==> src/rtl/uart_pkg.sv <==
// Shared UART definitions: the receive/transmit state encoding and the
// derivation of bit and half-bit periods in clock cycles from the clock
// frequency and line rate. Used by both uart_rx and uart_tx.
package uart_pkg;

   typedef enum logic [2:0] {
      ST_IDLE  = 3'd0,
      ST_START = 3'd1,
      ST_DATA  = 3'd2,
      ST_STOP  = 3'd3,
      ST_BREAK = 3'd4
   } uart_state_e;

   // Clock cycles per line bit (integer division, truncating)
   function automatic int unsigned calc_bitcycle(input int unsigned clk_freq,
                                                 input int unsigned baudrate);
      return clk_freq / baudrate;
   endfunction

   // Clock cycles to the middle of a line bit
   function automatic int unsigned calc_halfcycle(input int unsigned clk_freq,
                                                  input int unsigned baudrate);
      return calc_bitcycle(clk_freq, baudrate) / 2;
   endfunction

endpackage

==> src/rtl/sync_2ff.sv <==
// Two-flop synchronizer for bringing an asynchronous single-bit input into
// the clk domain. Both flops reset to RESET_VAL so that an idle line does
// not look like an edge when reset is released.
module sync_2ff #(
   parameter logic RESET_VAL = 1'b1
) (
   input  logic clk,
   input  logic rstb,
   input  logic d,
   output logic q
);

   logic meta_q;
   logic meta_d;
   logic sync_q;
   logic sync_d;

   // Next-state of the two synchronizer stages
   always_comb begin
      meta_d = d;
      sync_d = meta_q;
   end

   // Synchronizer register chain with asynchronous reset to RESET_VAL
   always_ff @(posedge clk or negedge rstb) begin
      if (!rstb) begin
         meta_q <= RESET_VAL;
         sync_q <= RESET_VAL;
      end else begin
         meta_q <= meta_d;
         sync_q <= sync_d;
      end
   end

   assign q = sync_q;

endmodule

==> src/rtl/uart_rx.sv <==
// UART receiver: oversamples the synchronized serial line with a cycle
// counter, checks the start bit at its midpoint, samples each data bit at
// the middle of its bit period (LSB first) and checks the stop bit. A good
// frame updates data with a one-cycle data_valid pulse; a low stop bit
// gives a one-cycle frame_err pulse and the receiver then waits in BREAK
// until the line returns high, so a held-low line reports only once.
module uart_rx
   import uart_pkg::*;
#(
   parameter int BAUDRATE = 115200,
   parameter int CLK_FREQ = 100_000_000,
   parameter int BITLEN   = 8
) (
   input  logic              clk,
   input  logic              rstb,
   input  logic              rx,
   output logic [BITLEN-1:0] data,
   output logic              data_valid,
   output logic              frame_err,
   output logic              busy
);

   localparam int unsigned BITCYCLE  = calc_bitcycle(CLK_FREQ, BAUDRATE);
   localparam int unsigned HALFCYCLE = calc_halfcycle(CLK_FREQ, BAUDRATE);
   localparam int          CNT_W     = $clog2(BITCYCLE);
   localparam int          IDX_W     = $clog2(BITLEN) + 1;

   localparam logic [CNT_W-1:0] BIT_LAST  = CNT_W'(BITCYCLE - 1);
   localparam logic [CNT_W-1:0] HALF_LAST = CNT_W'(HALFCYCLE - 1);
   localparam logic [IDX_W-1:0] IDX_LAST  = IDX_W'(BITLEN - 1);

   logic rx_s;

   uart_state_e       state_q,      state_d;
   logic [CNT_W-1:0]  count_q,      count_d;
   logic [IDX_W-1:0]  index_q,      index_d;
   logic [BITLEN-1:0] shift_q,      shift_d;
   logic [BITLEN-1:0] data_q,       data_d;
   logic              data_valid_q, data_valid_d;
   logic              frame_err_q,  frame_err_d;

   sync_2ff #(
      .RESET_VAL (1'b1)
   ) u_rx_sync (
      .clk  (clk),
      .rstb (rstb),
      .d    (rx),
      .q    (rx_s)
   );

   // Frame FSM: bit timing, data shifting and result/pulse generation
   always_comb begin
      state_d      = state_q;
      count_d      = count_q;
      index_d      = index_q;
      shift_d      = shift_q;
      data_d       = data_q;
      data_valid_d = 1'b0;
      frame_err_d  = 1'b0;

      case (state_q)
         ST_IDLE: begin
            count_d = '0;
            index_d = '0;
            if (!rx_s) begin
               state_d = ST_START;
            end
         end

         ST_START: begin
            if (count_q == HALF_LAST) begin
               count_d = '0;
               state_d = rx_s ? ST_IDLE : ST_DATA;
            end else begin
               count_d = count_q + 1'b1;
            end
         end

         ST_DATA: begin
            if (count_q == BIT_LAST) begin
               count_d = '0;
               shift_d = {rx_s, shift_q[BITLEN-1:1]};
               if (index_q == IDX_LAST) begin
                  index_d = '0;
                  state_d = ST_STOP;
               end else begin
                  index_d = index_q + 1'b1;
               end
            end else begin
               count_d = count_q + 1'b1;
            end
         end

         ST_STOP: begin
            if (count_q == BIT_LAST) begin
               count_d = '0;
               if (rx_s) begin
                  data_d       = shift_q;
                  data_valid_d = 1'b1;
                  state_d      = ST_IDLE;
               end else begin
                  frame_err_d = 1'b1;
                  state_d     = ST_BREAK;
               end
            end else begin
               count_d = count_q + 1'b1;
            end
         end

         ST_BREAK: begin
            count_d = '0;
            index_d = '0;
            if (rx_s) begin
               state_d = ST_IDLE;
            end
         end

         default: begin
            count_d = '0;
            index_d = '0;
            state_d = ST_IDLE;
         end
      endcase
   end

   // Receiver state registers with asynchronous active-low reset
   always_ff @(posedge clk or negedge rstb) begin
      if (!rstb) begin
         state_q      <= ST_IDLE;
         count_q      <= '0;
         index_q      <= '0;
         shift_q      <= '0;
         data_q       <= '0;
         data_valid_q <= 1'b0;
         frame_err_q  <= 1'b0;
      end else begin
         state_q      <= state_d;
         count_q      <= count_d;
         index_q      <= index_d;
         shift_q      <= shift_d;
         data_q       <= data_d;
         data_valid_q <= data_valid_d;
         frame_err_q  <= frame_err_d;
      end
   end

   assign data       = data_q;
   assign data_valid = data_valid_q;
   assign frame_err  = frame_err_q;
   assign busy       = (state_q != ST_IDLE);

endmodule

==> config.mk <==
export PLATFORM = sky130hd
export DESIGN_NAME = uart_rx
export DESIGN_NICKNAME = d
export VERILOG_FILES = /design/src/rtl/uart_pkg.sv /design/src/rtl/sync_2ff.sv /design/src/rtl/uart_rx.sv
export SDC_FILE = /design/constraint.sdc
export NUM_CORES = 1
export LEC_CHECK = 0
export BUFFER_PORTS_ARGS = -buffer_cell sky130_fd_sc_hd__buf_2
export CORE_ASPECT_RATIO = 1.5
export CORE_MARGIN = 2
export CORE_UTILIZATION = 55
export CTS_CLUSTER_SIZE = 14
export DETAILED_ROUTE_END_ITERATION = 12
export PLACE_DENSITY = 0.86
export SYNTH_ARGS = -nofsm -noshare
export SYNTH_HDL_FRONTEND = slang
export SYNTH_SLANG_ARGS = --single-unit
export TNS_END_PERCENT = 100
==> constraint.sdc <==
create_clock -name clk -period 3 [get_ports clk]
set_input_delay 0.45 -clock clk [delete_from_list [all_inputs] [get_ports clk]]
set_output_delay 0.45 -clock clk [all_outputs]
set_load 0.02 [all_outputs]
After elaboration in Yosys (flattened, before gate mapping)
Index checks and enable logic that the tools add are counted.
Storage, ports and cells
  register bits after elaboration: 37
Operators by class
  bitwise logic cells: 1
  add/subtract/negate cells: 2
  multiplexer cells: 21
  reductions and logical operators: 8
  eq/ne operators: 13
Operators by type and width (number)
  2-to-1 mux 3 bit: 7
  2-to-1 mux 10 bit: 2
  case mux 10 bit (2 select lines): 1
  case mux 3 bit (5 select lines): 1
  adder 10 x 1 -> 10 bit, second input constant: 1
  == test 10 bit, second input constant: 1
  == test 10 x 9 -> 1 bit, second input constant: 1
  inequality test 2 bit, second input constant: 5
  2-to-1 mux 4 bit: 2
  case mux 4 bit (2 select lines): 1
  == test 3 x 2 -> 1 bit, second input constant: 2
  2-to-1 mux 1 bit: 6
  AND reduction 6 bit: 1
  adder 4 x 1 -> 4 bit, second input constant: 1
  == test 4 x 3 -> 1 bit, second input constant: 1
  AND reduction 2 bit: 2
  OR reduction 2 bit: 2
  == test 3 x 1 -> 1 bit, second input constant: 1
  == test 3 bit, second input constant: 1
  zero test 3 bit: 1
  AND reduction 3 bit: 1
  nonzero test 3 bit: 1
  2-to-1 mux 2 bit: 1
  inequality test 2 x 1 -> 1 bit, second input constant: 1
  NOT 1 bit: 1

Logic depth before layout (Yosys ltp)
Gate-level depths: netlist of run 1.
  depth in word-level cells: 4
  depth in mapped cells: 6
  mapped depth without buffers: 6

By module
From an unflattened synthesis of run 1, not the netlist that was laid out.
Second synthesis, totals
  cell total of the unflattened synthesis: 144
  area total of the unflattened synthesis: 1724.2 µm²
Modules (own cells, without submodules)
  uart_rx: cells each 142, area an instance 1671.6 µm², instances 1, sequential area each 875.8 µm²
  sync_2ff: cells each 2, area an instance 52.6 µm², instances 1, sequential area each 52.6 µm²

Least setup slack after synthesis of run 1
No wires, ideal clock.
  path kind: reg-to-reg
  start: reg count_q[0]
  end: reg shift_q[0]
  setup slack: 1208 ps
  cell stages (with the launch flop): 7
  required time: 2875 ps
  period minus slack after synthesis: 1792 ps
  data arrival time: 1667 ps
  cells stage by stage: dfrtp_1 > ha_1 > and4bb_4 > and3_4 > and3_4 > buf_6 > mux2_2
Between the ends
  word-level cells in the longest chain between the ends: 2
Ends and longest elaborated chain
  from (decl): line uart_rx.sv:35  | logic [CNT_W-1:0] count_q, count_d;
  from (signal assigned): line uart_rx.sv:138  | count_q <= count_d;
  == test 10 bit: line uart_rx.sv:80  | if (count_q == BIT_LAST) begin
  AND reduction 2 bit (no line)
  to (signal assigned): line uart_rx.sv:140  | shift_q <= shift_d;
  to (decl): line uart_rx.sv:37  | logic [BITLEN-1:0] shift_q, shift_d;
No other way between the ends.
A chain may end at the register's enable or synchronous reset.

Final worst setup path of run 1
  start: reg count_q[1]
  end: reg count_q[3]
Between the ends
  word-level cells in the longest chain between the ends: 3
Ends and longest elaborated chain
  adder 10 x 1 -> 10 bit (tied with other cells): line uart_rx.sv:75, uart_rx.sv:90, uart_rx.sv:106
  2-to-1 mux 10 bit (on tied branches): line uart_rx.sv:80, uart_rx.sv:95, uart_rx.sv:71
  case mux 10 bit (2 select lines) *: line uart_rx.sv:61  | case (state_q)
  net count_d[3]: line uart_rx.sv:35
The timed path passes the listed nets; every way through them passes the cells marked *.

==> results.json, run 1 <==
{
  "syn_area_sq_um": 1690,
  "grt_pass1_wl_mm": 5.31,
  "slew-limit-headroom_pct": 48.1,
  "grt_pass1_vias": 1204,
  "synthCells": 140,
  "critPathMaxFanout": 10,
  "via_per_inst": 5.74,
  "ys_ff_latch": 37,
  "cts_made_buffers": 5,
  "cts_resized": 0,
  "ys.flop_type": "dfrtp_1",
  "core-area_sq_um": 2910,
  "htreeDepth": 2,
  "drt.antenna.violating_nets": 0,
  "final_hold_viol_count": 0,
  "min_period_over_period_pct": 62.5,
  "grt_max_degree": 38,
  "drtIter0Drc": 10,
  "start_util_pct": 58.2,
  "critical_path_class": "flip-flop to flip-flop",
  "crit_required_ns": 3.15,
  "power_density_nw_per_um2": 500,
  "cts_hold_buf": 0,
  "drt_wl_total_mm": 2.97,
  "n_antenna_cell": 0,
  "place_inst": 188,
  "portBuffers": 13,
  "yosysTopAreaCell": "dfrtp_1",
  "stdcell_count": 196,
  "fin_nets": 162,
  "rows": 24,
  "vias": 1126,
  "drive_gt1_share_pct": 29.9,
  "synth_enable_flop_cells": 0,
  "drt_pass1_iterations": 3,
  "slew_violations": 0,
  "postCtsSetupBuffers": 0,
  "cp-end-kind": "flip-flop",
  "die_x_um": 49.3,
  "fin_crit_ns": 1.87,
  "wl_per_cell_um": 15.1,
  "die_height_um": 72.0,
  "worst_pin_slew_ns": 0.778,
  "clock_skew_ns": 0.00240,
  "yosysMostFrequentCell": "dfrtp_1",
  "fin_setup_tns_ns": 0,
  "root_buffer": "clkbuf_8",
  "yosysTopAreaCellShare_pct": 51.7,
  "synthTopCellsByArea": "dfrtp_1, mux2_2, xnor2_1",
  "gp_congestion": 0.826,
  "yosysWarnings": 0,
  "clk_latency_ns": 0.29,
  "arrival_ns": 2.03,
  "antenna_found_initial": 0,
  "setup_violations": 0,
  "synth.yosys.seq_area_share_pct": 54.8,
  "drv_cap": 0,
  "ir_worst_vdd_mv": 0.449,
  "syn_avg_cell_area_sq_um": 12.1,
  "grt_use_total_pct": 20.8,
  "clkTransAtPathRegs_ns": 0.07,
  "ys_async_sr_fraction_pct": 100,
  "rsz0062_at_grt": "no",
  "status": "finished, final reports clean",
  "hp-class": "input pin to async pin",
  "cts_buffer_depth": 2,
  "cts_sinks": 37,
  "fmax_mhz": 533,
  "synth_nets": 146,
  "drcViolationCount": 0,
  "r2r-start": "count_q[1]$_DFF_PN0_",
  "startpoint": "count_q[1]$_DFF_PN0_",
  "ys_top_cells_by_count": "dfrtp_1, nor2_1, mux2_2",
  "die-area_sq_um": 3550,
  "num_io_pins": 14,
  "area_delta_synth_final_pct": 12.2,
  "power_leakage_nw": 0.880,
  "dp_hpwl_mm": 2.16,
  "grt_overflow": 0,
  "ys_types": 34,
  "startpoint_type": "flip-flop",
  "r2r.worst_path.cells": 6,
  "cts_tree": "done"
}
==> per-stage QoR <==
| stage | area (sq um) | setup slack [ns] | util, % | total power [mW] | hold WS [ns] |
|---|---|---|---|---|---|
| 2_1_floorplan | 1690 | 1.21 | - | 0.512 | 0.154 |
| 3_3_place_gp | 1780 | 1.21 | 61.3 | 0.523 | 0.346 |
| 5_1_grt | 1900 | 0.943 | 65.2 | 0.993 | 0.231 |
| 4_1_cts | 1900 | 1.12 | 65.2 | 0.967 | 0.244 |
| 3_5_place_dp | 1780 | 1.13 | 61.3 | 0.523 | 0.347 |
| 6_report | 1900 | 1.13 | 65.2 | 0.951 | 0.238 |
==> path summary, 6_finish.rpt <==
kind	end	slack [ns]
setup reg to reg	count_q[3]$_DFF_PN0_	1.13
hold / removal	data[4]$_DFFE_PN0P_	0.24
min in group clk	u_rx_sync.meta_q$_DFF_PN1_	0.26
setup / recovery	count_q[3]$_DFF_PN0_	1.13
max in group asynchronous	state_q[1]$_DFFE_PN0P_	2.27
hold reg to reg	u_rx_sync.q$_DFF_PN1_	0.36
==> kinds of logic (layout without fill, tap and decap cells) <==
logic type	Yosys count	count (layout)	synth area share, %
adder cells (fa/ha/maj)	3	3	2.22
buffers and inverters	8	25	2.29
AND/OR/NAND/NOR	54	54	18.8
multiplexers	18	18	11.9
flip-flops	37	37	54.8
XOR/XNOR	9	9	4.65
AO/OA/AOI/OAI	11	11	5.39
==> flip-flops by register name (all words and copies together) (netlist names) <==
signal	flops
data	8
shift_q	8
index_q	4
data_valid	1
u_rx_sync.meta_q	1
count_q	10
frame_err	1
state_q	3
u_rx_sync.q	1
==> metal layers <==
metal  global-route usage (%)  part of all wire (%)  wire length (um)  up-vias
li1                         -                     -                 -      526
met1                     20.6                    36              1070      560
met2                     34.7                    55              1630       28
met3                     7.20                   4.0               119       12
met4                     17.5                   5.1               150        0
met5                        0                     0                 0        -
==> critical path, cell delays in order (launching register included) <==
cell,delay (ns)
dfrtp_1,0.41
inv_1,0.07
ha_1,0.13
nor4bb_1,0.33
nand4_1,0.20
a32oi_2,0.49
nor2_1,0.12
==> layout make-up <==
cell class / instances / area, sq um
Fill cell: 241 / 1010
Sequential cell: 37 / 928
Multi-Input combinational cell: 95 / 727
Clock buffer: 7 / 86.3
Timing Repair Buffer: 13 / 65.1
Tap cell: 39 / 48.8
Clock inverter: 1 / 30.0
Inverter: 4 / 15.0
==> placed cells by master (no fill, tap or decap), types with 2 or more instances in the layout <==
| master | netlist | final |
|---|---|---|
| a21oi_1 | 2 | 2 |
| and3_4 | 2 | 2 |
| buf_2 | 1 | 13 |
| clkbuf_8 | 0 | 6 |
| dfrtp_1 | 35 | 35 |
| dfstp_2 | 2 | 2 |
| ha_1 | 3 | 3 |
| inv_1 | 4 | 4 |
| mux2_2 | 17 | 17 |
| nand2_1 | 8 | 8 |
| nand3_1 | 7 | 7 |
| nand3b_1 | 2 | 2 |
| nand4_1 | 4 | 4 |
| nor2_1 | 18 | 18 |
| nor3_1 | 4 | 4 |
| o211ai_1 | 3 | 3 |
| or4_1 | 2 | 2 |
| xnor2_1 | 8 | 8 |
==> power breakdown <==
group          internal (mW)  total (mW)  switching (mW)
Sequential             0.501       0.503         0.00147
Clock                  0.271       0.437           0.167
Combinational        0.00117      0.0104         0.00920
Total                  0.773       0.951           0.177
No activity file was read; power rests on OpenSTA's default activity.
==> run 2, diff against run 1 <==
Settings changed: CORE_UTILIZATION 55 to 52.
Clock period 3 ns to 1.6 ns, I/O delays scaled along.
==> run 2 against run 1 <==
  * The run now ends with setup timing left
  * Setup slack got worse by 1.3 ns
  * Maximum frequency grew 5.0%
  * Clock-buffer cell count is 1 lower
  * Critical path type unchanged
  * Via count rose by 12%
  * Sequential share of layout area is 6.4 points lower
  * Highest routed layer unchanged
  * First-iteration DRC count rose to 3.2 times the previous value
  * Die area grew 5.4%
==> results.json, run 2 (synthesis gave the netlist of run 1 again) <==
{
  "status": "complete, but fails checks",
  "violations": "setup timing",
  "largest_reg_flops": 10,
  "die-area_sq_um": 3740,
  "crit_required_ns": 1.78,
  "final_common_cell": "dfrtp_1",
  "min_period_over_period_pct": 112,
  "nFillCells": 230,
  "n_antenna_cell": 0,
  "hp-class": "input pin to flip-flop",
  "grt_max_degree": 36,
  "rows": 25,
  "fmax_mhz": 560,
  "final_hold_viol_count": 0,
  "fin_crit_ns": 1.79,
  "critical_path_class": "flip-flop to flip-flop",
  "fin_nets": 185,
  "fin_setup_tns_ns": -4.21,
  "via_per_inst": 5.72,
  "fin_util_pct": 69.8,
  "clock_skew_ns": 0.00871,
  "dp_hpwl_mm": 2.50,
  "cts_buffer_depth": 2,
  "critPathMaxFanout": 8,
  "drt_wl_total_mm": 3.70,
  "root_buffer": "clkbuf_8",
  "worst_pin_slew_ns": 0.429,
  "die_x_um": 50.6,
  "grt_overflow": 0,
  "clkTransAtPathRegs_ns": 0.07,
  "drt_pass1_iterations": 6,
  "grt_use_total_pct": 22.5,
  "num_io_pins": 14,
  "layout_common_cells": "dfrtp_1, buf_4, mux2_4",
  "power_leakage_nw": 1.00,
  "cts_tree": "done",
  "clk_latency_ns": 0.30,
  "vias": 1259,
  "drtIter0Drc": 32,
  "wl_per_cell_um": 16.8,
  "grt_pass1_vias": 1272,
  "gp_congestion": 0.782,
  "arrival_ns": 1.96,
  "cts_made_buffers": 5,
  "antenna_found_initial": 0,
  "drcViolationCount": 0,
  "slew-limit-headroom_pct": 71.4,
  "drv_cap": 0,
  "fin_ws_ns": -0.186,
  "power_density_nw_per_um2": 730,
  "drt.antenna.violating_nets": 0,
  "grt_pass1_wl_mm": 6.03,
  "cts_sinks": 37,
  "setup_violations": 30,
  "drive_gt1_share_pct": 44.4,
  "area_delta_synth_final_pct": 29.0,
  "startpoint_type": "flip-flop",
  "core-area_sq_um": 3130,
  "htreeDepth": 2,
  "worst-r2r-setup-slack_ns": -0.19,
  "ir_worst_vdd_mv": 0.754,
  "rsz0062_at_grt": "yes",
  "cp-end-kind": "flip-flop",
  "die_height_um": 73.9,
  "slew_violations": 0,
  "start_util_pct": 54.2,
  "portBuffers": 13,
  "largest_register": "count_q"
}
==> run 2: cell types whose count changed in the layout (fill, tap and decap cells not counted), sizes merged <==
cell | before | now
buf | 13 | 35
clkinv | 0 | 2
bufinv | 1 | 0
clkbuf | 7 | 6
dlygate4sd3 | 0 | 1
==> run 2: timing repair <==
action	4_1_cts	5_1_grt
resized for setup	6	11
setup endpoints to repair	28	31
pin swaps	7	8
cloned	0	1
buffers inserted	2	0
endpoints found under the hold margin	2	0
hold buffers	1	0
==> run 2: per-stage QoR <==
| step | setup slack (ns) | cells | total power [mW] | hold slack (ns) | area, sq um |
|---|---|---|---|---|---|
| 4_1_cts | -0.163 | 219 | 1.61 | 0.0403 | 2140 |
| 2_1_floorplan | -0.182 | 140 | 0.960 | -0.0556 | 1760 |
| 5_1_grt | -0.251 | 220 | 1.65 | 0.0354 | 2180 |
| 3_5_place_dp | -0.283 | 208 | 0.983 | 0.0345 | 2000 |
| 3_3_place_gp | -0.0871 | 208 | 0.982 | 0.0298 | 2000 |
| 6_report | -0.186 | 220 | 1.59 | 0.0475 | 2180 |
==> run 2: worst paths after layout <==
| path | from | cells past startpoint | end |
|---|---|---|---|
| worst max-delay path | count_q[1]$_DFF_PN0_ | 5 | shift_q[7]$_DFFE_PN0P_ |
| worst min-delay path | rx | 1 | u_rx_sync.meta_q$_DFF_PN1_ |
| worst max register to register | count_q[1]$_DFF_PN0_ | 5 | shift_q[7]$_DFFE_PN0P_ |
| worst min register to register | u_rx_sync.meta_q$_DFF_PN1_ | 0 | u_rx_sync.q$_DFF_PN1_ |
| max in group asynchronous | rstb | 3 | u_rx_sync.q$_DFF_PN1_ |
| min in group asynchronous | rstb | 2 | data[5]$_DFFE_PN0P_ |
==> run 2: routing by layer <==
metal  global-route usage, %  up-vias  part of all wire [%]
li1                        -      567                     -
met1                    23.7      637                    37
met2                    40.4       38                    55
met3                    5.89       17                   3.9
met4                    12.3        0                   4.0
met5                       0        -                     0
==> run 2: layout make-up <==
class | instances | area (sq um) | share of cell area, %
clock buffers | 6 | 72.6 | 3.32
clock inverters | 2 | 10.0 | 0.458
inverters | 4 | 15.0 | 0.687
multi-input cells | 95 | 845 | 38.7
flip-flops and latches | 37 | 928 | 42.5
well taps | 40 | 50.0 | 2.29
repair buffers | 36 | 264 | 12.1
==> run 2: power by group <==
| part | total (mW) | switching [mW] | internal [mW] | leakage, nW |
|---|---|---|---|---|
| logic | 0.0236 | 0.0182 | 0.00544 | 0.461 |
| registers | 0.943 | 0.00300 | 0.940 | 0.495 |
| clock network | 0.628 | 0.327 | 0.302 | 0.0450 |
| total | 1.59 | 0.348 | 1.25 | 1.00 |
==> run 2: critical path, cell delays in order (launching register included) <==
cell and delay, ns:
dfrtp_1 0.40, ha_2 0.21, and4bb_4 0.27, and3_4 0.19, and3_4 0.28, mux2_4 0.31
==> run 3, diff against run 2 <==
Settings changed: ABC_AREA set to 1, PLACE_DENSITY 0.86 to 0.85.
==> run 3 against run 2 <==
  * The flow now finishes without violations
  * Wire length shrank 13%
  * Cell count grew 22%
  * Clock-buffer cell count is the same
  * Sequential cell count is the same
  * Maximum frequency grew 23%
  * Sequential share of layout area grew 3.3 points
  * Via count grew 5.0%
  * Critical endpoint is now count_q[5]$_DFF_PN0_
  * Highest routed layer unchanged
==> results.json, run 3 <==
{
  "cts_made_buffers": 5,
  "postCtsSetupBuffers": 0,
  "critical_path_class": "flip-flop to flip-flop",
  "yosysTopAreaCellShare_pct": 50.0,
  "fin_ws_ns": 0.146,
  "wl_per_cell_um": 12.0,
  "num_io_pins": 14,
  "busiest_layer": "met2",
  "grt_pass1_vias": 1358,
  "via_per_inst": 4.91,
  "met2_usage_pct": 34.8,
  "synth_nets": 212,
  "drt_pass1_iterations": 4,
  "whs_ns": 0.0476,
  "clock_skew_ns": 0.00793,
  "root_buffer": "clkbuf_8",
  "setup_violations": 0,
  "rows": 25,
  "clk_latency_ns": 0.29,
  "hp-class": "input pin to flip-flop",
  "clkPwrFrac_pct": 45.2,
  "yosysWarnings": 0,
  "rsz0062_at_grt": "no",
  "power_frac_comb_pct": 1.7,
  "largest_reg_flops": 10,
  "switchingPower_mw": 0.357,
  "place_ws_ns": 0.0851,
  "grt_max_degree": 21,
  "drtIter0Drc": 46,
  "dp_hpwl_mm": 2.32,
  "grt.met1_usage_pct": 24.7,
  "placed_cell_area_sq_um": 1880,
  "fmax_mhz": 688,
  "power_leakage_nw": 0.990,
  "worst_pin_slew_ns": 0.422,
  "min_period_over_period_pct": 90.9,
  "cts_buffer_depth": 2,
  "stdcell_count": 269,
  "grt_pass1_wl_mm": 5.82,
  "syn_area_sq_um": 1750,
  "die-area_sq_um": 3860,
  "vias": 1322,
  "n_antenna_cell": 0,
  "place_inst": 260,
  "gp_congestion": 0.807,
  "ir_worst_vdd_mv": 0.703,
  "cts_sinks": 37,
  "final_common_cell": "nand2_1",
  "slew-limit-headroom_pct": 71.8,
  "nFillCells": 284,
  "internal_power_mw": 1.42,
  "start_util_pct": 54.9,
  "drive_gt1_share_pct": 23.1,
  "ys_top_cells_by_count": "nand2_1, dfrtp_1, nor2_1",
  "fin_crit_ns": 1.45,
  "power_frac_seq_pct": 53.1,
  "antenna_found_initial": 0,
  "fin_setup_tns_ns": 0,
  "area_delta_synth_final_pct": 15.8,
  "power_density_nw_per_um2": 874,
  "drt.antenna.violating_nets": 0,
  "drv_cap": 0,
  "cp-end-kind": "flip-flop",
  "ys_async_sr_fraction_pct": 100,
  "ys_ff_latch": 37,
  "grt_use_total_pct": 20.6,
  "critPathMaxFanout": 9,
  "fin_util_pct": 63.5,
  "status": "finished, final reports clean",
  "syn_avg_cell_area_sq_um": 8.50,
  "drcViolationCount": 0,
  "synth_enable_flop_cells": 0,
  "clkTransAtPathRegs_ns": 0.08,
  "die_x_um": 51.4,
  "final_hold_viol_count": 0,
  "yosysMostFrequentCell": "nand2_1",
  "core-area_sq_um": 3190,
  "crit_required_ns": 1.78,
  "synthCells": 206,
  "final_area_sq_um": 2030,
  "synth.yosys.seq_area_share_pct": 53.0,
  "layout_common_cells": "nand2_1, dfrtp_1, nor2_1",
  "arrival_ns": 1.63,
  "drt_wl_total_mm": 3.23,
  "htreeDepth": 2,
  "ys.flop_type": "dfrtp_1",
  "ys_types": 24,
  "largest_register": "count_q",
  "power_mw": 1.77,
  "die_height_um": 75.1,
  "portBuffers": 13,
  "cts_tree": "done",
  "slew_violations": 0,
  "synthTopCellsByArea": "dfrtp_1, nand2_1, nor2_1",
  "grt_overflow": 0,
  "yosysTopAreaCell": "dfrtp_1",
  "startpoint_type": "flip-flop",
  "swShare_pct": 20.1,
  "fin_nets": 234,
  "met3_usage_pct": 5.16
}
[run 3: cells by family (layout without fill, tap and decap cells)]
| kind of cell | count (synthesis) | in the layout | synth area share (%) |
|---|---|---|---|
| AOI/OAI and AO/OA | 23 | 23 | 8.01 |
| xor gates and xnor gates | 4 | 4 | 2.00 |
| buffers and inverters | 28 | 51 | 6.65 |
| and+or+nand+nor | 111 | 111 | 28.2 |
| DFF | 37 | 37 | 53.0 |
| adders and majority gates | 3 | 3 | 2.14 |
[run 3: power groups by stage]
| stage | registers (mW) | logic [mW] | clock network, mW |
|---|---|---|---|
| 2_1_floorplan | 0.959 | 0.00283 | 0 |
| 3_3_place_gp | 0.959 | 0.0289 | 0 |
| 3_5_place_dp | 0.959 | 0.0294 | 0 |
| 4_1_cts | 0.941 | 0.0311 | 0.820 |
| 5_1_grt | 0.941 | 0.0370 | 0.861 |
| 6_report | 0.941 | 0.0298 | 0.801 |
[run 3: timing repair]
action                                  in CTS  in global routing
gates resized for setup                      0                  4
hold endpoints to repair                    16                  0
hold buffers                                 1                  0
endpoints found under the setup margin       0                 14
[run 3: area by class of cell]
type / instances / area [sq um] / area share, %
Tap cell: 40 / 50.0 / 2.47
Sequential cell: 37 / 928 / 45.8
Timing Repair Buffer: 17 / 110 / 5.43
Clock buffer: 6 / 72.6 / 3.58
Inverter: 26 / 97.6 / 4.81
Clock inverter: 2 / 38.8 / 1.91
Multi-Input combinational cell: 141 / 729 / 36.0
[run 3: layer usage]
metal	vias up	wire, um
met5	-	0
met1	609	1350
met3	7	114
met4	0	64
li1	681	-
met2	25	1700
[run 3: final timing paths]
| path | start | endpoint | slack [ns] | cells past startpoint |
|---|---|---|---|---|
| min reg2reg | u_rx_sync.meta_q$_DFF_PN1_ | u_rx_sync.q$_DFF_PN1_ | 0.36 | 0 |
| max reg2reg | count_q[1]$_DFF_PN0_ | count_q[5]$_DFF_PN0_ | 0.15 | 9 |
| min | rx | u_rx_sync.meta_q$_DFF_PN1_ | 0.05 | 1 |
| min in group asynchronous | rstb | data_valid$_DFF_PN0_ | 0.41 | 2 |
| max in group asynchronous | rstb | u_rx_sync.q$_DFF_PN1_ | 0.66 | 3 |
| max | count_q[1]$_DFF_PN0_ | count_q[5]$_DFF_PN0_ | 0.15 | 9 |
[run 3: worst max-delay path, stage by stage (launching register included)]
cell     delay, ns
dfrtp_1       0.41
inv_1         0.09
ha_1          0.15
nand2_1       0.06
nor2_1        0.09
nand3_1       0.10
nand2_1       0.12
nand2_1       0.09
inv_2         0.14
nor2_1        0.08
